`config.mk`:
```
export PLATFORM = sky130hd
export DESIGN_NAME = truth_table_scanner
export DESIGN_NICKNAME = d
export VERILOG_FILES = /design/src/rtl/scanner_pkg.sv /design/src/rtl/scan_settle_timer.sv /design/src/rtl/truth_table_scanner.sv
export SDC_FILE = /design/constraint.sdc
export NUM_CORES = 1
export LEC_CHECK = 0
export ABC_AREA = 1
export BUFFER_PORTS_ARGS = -buffer_cell sky130_fd_sc_hd__buf_2
export CORE_AREA = 2 2 68 70
export DETAILED_ROUTE_END_ITERATION = 8
export DIE_AREA = 0 0 70 72
export GPL_TIMING_DRIVEN = 0
export PLACE_DENSITY_LB_ADDON = 0.1
export SYNTH_ARGS = -nofsm -noshare
export SYNTH_HDL_FRONTEND = slang
export SYNTH_SLANG_ARGS = --single-unit
```
`constraint.sdc`:
```
create_clock -name clk -period 1.25 [get_ports clk]
set_input_delay 0.125 -clock clk [delete_from_list [all_inputs] [get_ports clk]]
set_output_delay 0.125 -clock clk [all_outputs]
set_load 0.005 [all_outputs]
```
`src/rtl/scanner_pkg.sv`:
```
// Shared types and constants for the truth-table scanner: FSM state encoding,
// default code-space size and the expected table of the 4'b1010 comparator.
package scanner_pkg;

  typedef enum logic [1:0] {IDLE, SETTLE, SAMPLE, DONE} scan_state_t;

  localparam int N_IN_DEFAULT = 4;
  localparam int N_CODES      = 2**N_IN_DEFAULT;

  // Q=1 only for code 4'b1010, so bit 10 alone is set.
  localparam logic [N_CODES-1:0] EXPECTED_CMP_1010 = 16'h0400;

endpackage : scanner_pkg

```
`src/rtl/scan_settle_timer.sv`:
```
// Settle-window down-counter: load SETTLE_CYCLES-1, decrement on request,
// report when it has reached zero.
module scan_settle_timer #(
  parameter int SETTLE_CYCLES = 1
) (
  input  logic clk,
  input  logic rst,
  input  logic load,
  input  logic dec,
  output logic zero
);

  localparam int W = (SETTLE_CYCLES > 1) ? $clog2(SETTLE_CYCLES + 1) : 1;

  logic [W-1:0] cnt;

  // NOTE: sequential state uses non-blocking assignments and is cleared by the async reset.
  always_ff @(posedge clk or posedge rst) begin
    if (rst)       cnt <= '0;
    else if (load) cnt <= W'(SETTLE_CYCLES - 1);
    else if (dec)  cnt <= cnt - W'(1);
  end

  assign zero = (cnt == '0);

endmodule : scan_settle_timer

```
`src/rtl/truth_table_scanner.sv`:
```
// Walks every input code through a combinational comparator, samples Q after a
// settle window, and builds/compares the resulting truth table.
module truth_table_scanner
  import scanner_pkg::*;
#(
  parameter int                   N_IN          = 4,
  parameter int                   SETTLE_CYCLES = 1,
  parameter logic [2**N_IN-1:0]   EXPECTED      = EXPECTED_CMP_1010
) (
  input  logic                 clk,
  input  logic                 rst,
  input  logic                 start,
  input  logic                 q_i,
  output logic [N_IN-1:0]      code_o,
  output logic                 busy,
  output logic                 done,
  output logic [2**N_IN-1:0]   table_o,
  output logic [N_IN:0]        ones_o,
  output logic                 match_o
);

  scan_state_t          state_q, state_d;
  logic [N_IN-1:0]      code_d;
  logic [2**N_IN-1:0]   table_d;
  logic [N_IN:0]        ones_d;
  logic                 match_d, busy_d, done_d;
  logic                 load, dec, zero;

  scan_settle_timer #(.SETTLE_CYCLES(SETTLE_CYCLES)) u_timer (
    .clk  (clk),
    .rst  (rst),
    .load (load),
    .dec  (dec),
    .zero (zero)
  );

  // NOTE: every combinational output gets a default first, so no path can infer a latch.
  always_comb begin
    state_d = state_q;
    code_d  = code_o;
    table_d = table_o;
    ones_d  = ones_o;
    match_d = match_o;
    busy_d  = busy;
    done_d  = 1'b0;
    load    = 1'b0;
    dec     = 1'b0;
    case (state_q)
      IDLE: begin
        if (start) begin
          table_d = '0;
          ones_d  = '0;
          match_d = 1'b0;
          code_d  = '0;
          busy_d  = 1'b1;
          load    = 1'b1;
          state_d = SETTLE;
        end
      end
      SETTLE: begin
        if (zero) state_d = SAMPLE;
        else      dec     = 1'b1;
      end
      SAMPLE: begin
        table_d[code_o] = q_i;
        ones_d          = ones_o + {{N_IN{1'b0}}, q_i};
        if (code_o == {N_IN{1'b1}}) begin
          state_d = DONE;
        end else begin
          code_d  = code_o + N_IN'(1);
          load    = 1'b1;
          state_d = SETTLE;
        end
      end
      DONE: begin
        // done and match leave this state together, one edge after the last sample.
        done_d  = 1'b1;
        busy_d  = 1'b0;
        match_d = (table_o == EXPECTED);
        state_d = IDLE;
      end
      default: state_d = IDLE;
    endcase
  end

  always_ff @(posedge clk or posedge rst) begin
    if (rst) begin
      state_q <= IDLE;
      code_o  <= '0;
      busy    <= 1'b0;
      done    <= 1'b0;
      table_o <= '0;
      ones_o  <= '0;
      match_o <= 1'b0;
    end else begin
      state_q <= state_d;
      code_o  <= code_d;
      busy    <= busy_d;
      done    <= done_d;
      table_o <= table_d;
      ones_o  <= ones_d;
      match_o <= match_d;
    end
  end

endmodule : truth_table_scanner
```
==> out/metrics.csv <==
metric;value;unit
largest net degree at the start of global routing;32;
Routed Antenna Nets;0;
max incr delay on CP;0.49;ns
Yosys top cell area share;47.2;%
Port Buf Inserts;31;
worst-case hold slack;0.141;ns
vias in the first global route;1460;
synth unique cells;20;
Layout Utilization;53.3;%
Clock transition at path regs;0.07;ns
CTS Buf Count;5;
FMAX;0.803;GHz
CP endpoint kind;flop;
area leader, netlist;dfrtp_1;
RSZ-0062 raised after global routing;true;
CP max stage cell;dfrtp_2;
DR DRC count;0;
leakage;1.24;nW
relative slew slack;55.9;%
crit path launch type;flop;
fill count;439;
GRT Overall Usage;17.2;%
top post-synthesis cells by area;dfrtp_1 47%, nand2_1 14%, inv_1 7.1%;
crit-path max FO;4;
critical path class;flop to flop;
VDD IR max;0.891;mV
DR vias;1500;
Cells after Synth;213;
fin crit share;99.7;%
Post-Syn Area;1640;um2
die width;70;um
Synth warnings;0;
status;complete, no violations;
I/O pin total;32;
clk_lat worst skew;0.29;ns
sequence of cells on the critical path;inv_4 > ha_4 > inv_4 > nor2_4 > nand2_2 > o21ai_1 > inv_1;
core area;4260;um2
syn avg cell area;7.71;um2
global route overflow;0;
required time worst endpoint;1.42;ns
final hold viol count;0;
max-slew violation count;0;
sequential area share after synthesis;47.2;%
Starting Density;38.5;%
Syn-to-layout area delta;38.4;%
drt pass-1 iters;4;
Die Span Y;72;um
syn_nets;223;
DRT iter0 DRCs;61;
Min-Delay Path Class;input pin to flop;
Least-Margin Pin Slew;0.661;ns
share of cells above drive strength 1;37.6;%
max_cap viols;0;
most common cell after layout, fill and taps aside;nand2_1;
r2r setup slk;0.004;ns
clock sink total;31;
P per Cell Area;1780;nW/um2
maximum clock insertion buffer count;2;
first-pass GRT wire length;6780;um
row count;24;
crit-path leading delay family;flip-flops;
worst path bufs/invs;3;
Final #Nets;275;
crit path DAT;1.42;ns
flops & latches, synth;31;
final setup vio count;0;
routed vias/inst;4.72;
H-Tree Depth;2;
routability congestion estimate from global placement;0.807;
initial antenna violation count;0;
most frequent CP cell;inv_4;
wire length per cell;13.0;um
CTS root buffer;clkbuf_8;
HPWL Detailed;2780;um
Tmin final;1.25;ns
routed wire length;4130;um
commonest cells after routing, fill and taps aside;58 x nand2_1, 33 x buf_2, 27 x dfrtp_1;
clock skew;0.0111;ns
Diodes inserted;0;
CTS tree;done;
Die Area;5040;um2
## final timing paths
check / from / end / depth (start not counted)
min reg2reg: u_timer.cnt$_DFFE_PP0P_ / state_q[1]$_DFFE_PP0P_ / 1
max in group asynchronous: rst / code_o[0]$_DFFE_PP0P_ / 4
min: q_i / table_o[3]$_DFFE_PP0P_ / 3
min in group asynchronous: rst / table_o[11]$_DFFE_PP0P_ / 3
max reg2reg: code_o[0]$_DFFE_PP0P_ / table_o[14]$_DFFE_PP0P_ / 7
max: code_o[0]$_DFFE_PP0P_ / table_o[14]$_DFFE_PP0P_ / 7
## state kept, by name, indices dropped and copies added, names as in the netlist
name,cells
busy,1
code_o,4
done,1
match_o,1
ones_o,5
state_q,2
table_o,16
u_timer.cnt,1
## repair_timing
action                                  CTS  global route
pin swaps                                 3            19
hold endpoints to repair                  0            15
endpoints found under the setup margin   19            21
resized for setup                        15            49
hold buffers                              0             1
cloned                                    0             1
buffers inserted                          4             7
## synthesized netlist by cell type
cell and instances:
nand2_1 63, dfrtp_1 31, inv_1 31, nor2_1 20, nand3_1 17, o21ai_0 14
nand4_1 10, ha_1 6, o21ai_1 6, buf_6 3, nand2_2 2, nor3_1 2
buf_2 1, buf_4 1, inv_2 1, nand3_2 1, nor2_4 1, o21bai_1 1
o22ai_1 1, xnor2_1 1
## power by group
part	switching [mW]	internal, mW	total, mW
Combinational	1.06	0.771	1.83
Clock	0.377	0.502	0.879
Sequential	0.172	1.16	1.33
Total	1.61	2.43	4.04
## final cells by class
cell class                 count  area [um2]  share of cell area [%]
multi-input combinational    145         867                    38.1
sequential                    31         781                    34.3
timing repair buffer          45         284                    12.5
inverter                      32         130                    5.72
clock buffer                   8         100                    4.40
tap                           52        65.1                    2.86
buffer                         5        46.3                    2.04
## worst min-delay path, stage by stage
cell and delay (ns):
buf_2 0.15, o21ai_1 0.08, inv_1 0.04
## logic make-up after synthesis
logic type	after synthesis	share of synthesized area, %
AND/OR/NAND/NOR	116	30.6
buffers and inverters	37	10.1
flip-flops	31	47.2
AO/OA/AOI/OAI	22	6.93
adder cells (fa/ha/maj)	6	4.57
XOR/XNOR	1	0.533
## per-layer routing
metal | vias up | part of all wire (%) | global-route usage [%]
met5 | - | 0 | 0
met3 | 9 | 4.2 | 3.75
met1 | 679 | 48 | 22.7
met2 | 28 | 46 | 27.4
li1 | 784 | - | -
met4 | 0 | 2.2 | 7.91
## per-stage QoR
| stage | area, um2 | setup TNS, ns | cells | setup WS, ns | total power, mW |
|---|---|---|---|---|---|
| finish | 2270 | 0 | 318 | 0.00436 | 4.04 |
| global route | 2270 | -0.342 | 318 | -0.0447 | 4.34 |
| CTS | 2040 | -0.105 | 308 | -0.0302 | 3.61 |
| detailed placement | 1860 | -1.63 | 296 | -0.121 | 2.54 |
| global placement | 1860 | -1.25 | 296 | -0.123 | 2.54 |
| floorplan | 1640 | 0 | 213 | 0.0389 | 2.15 |
Note: power is estimated with default switching activity, not from simulation.
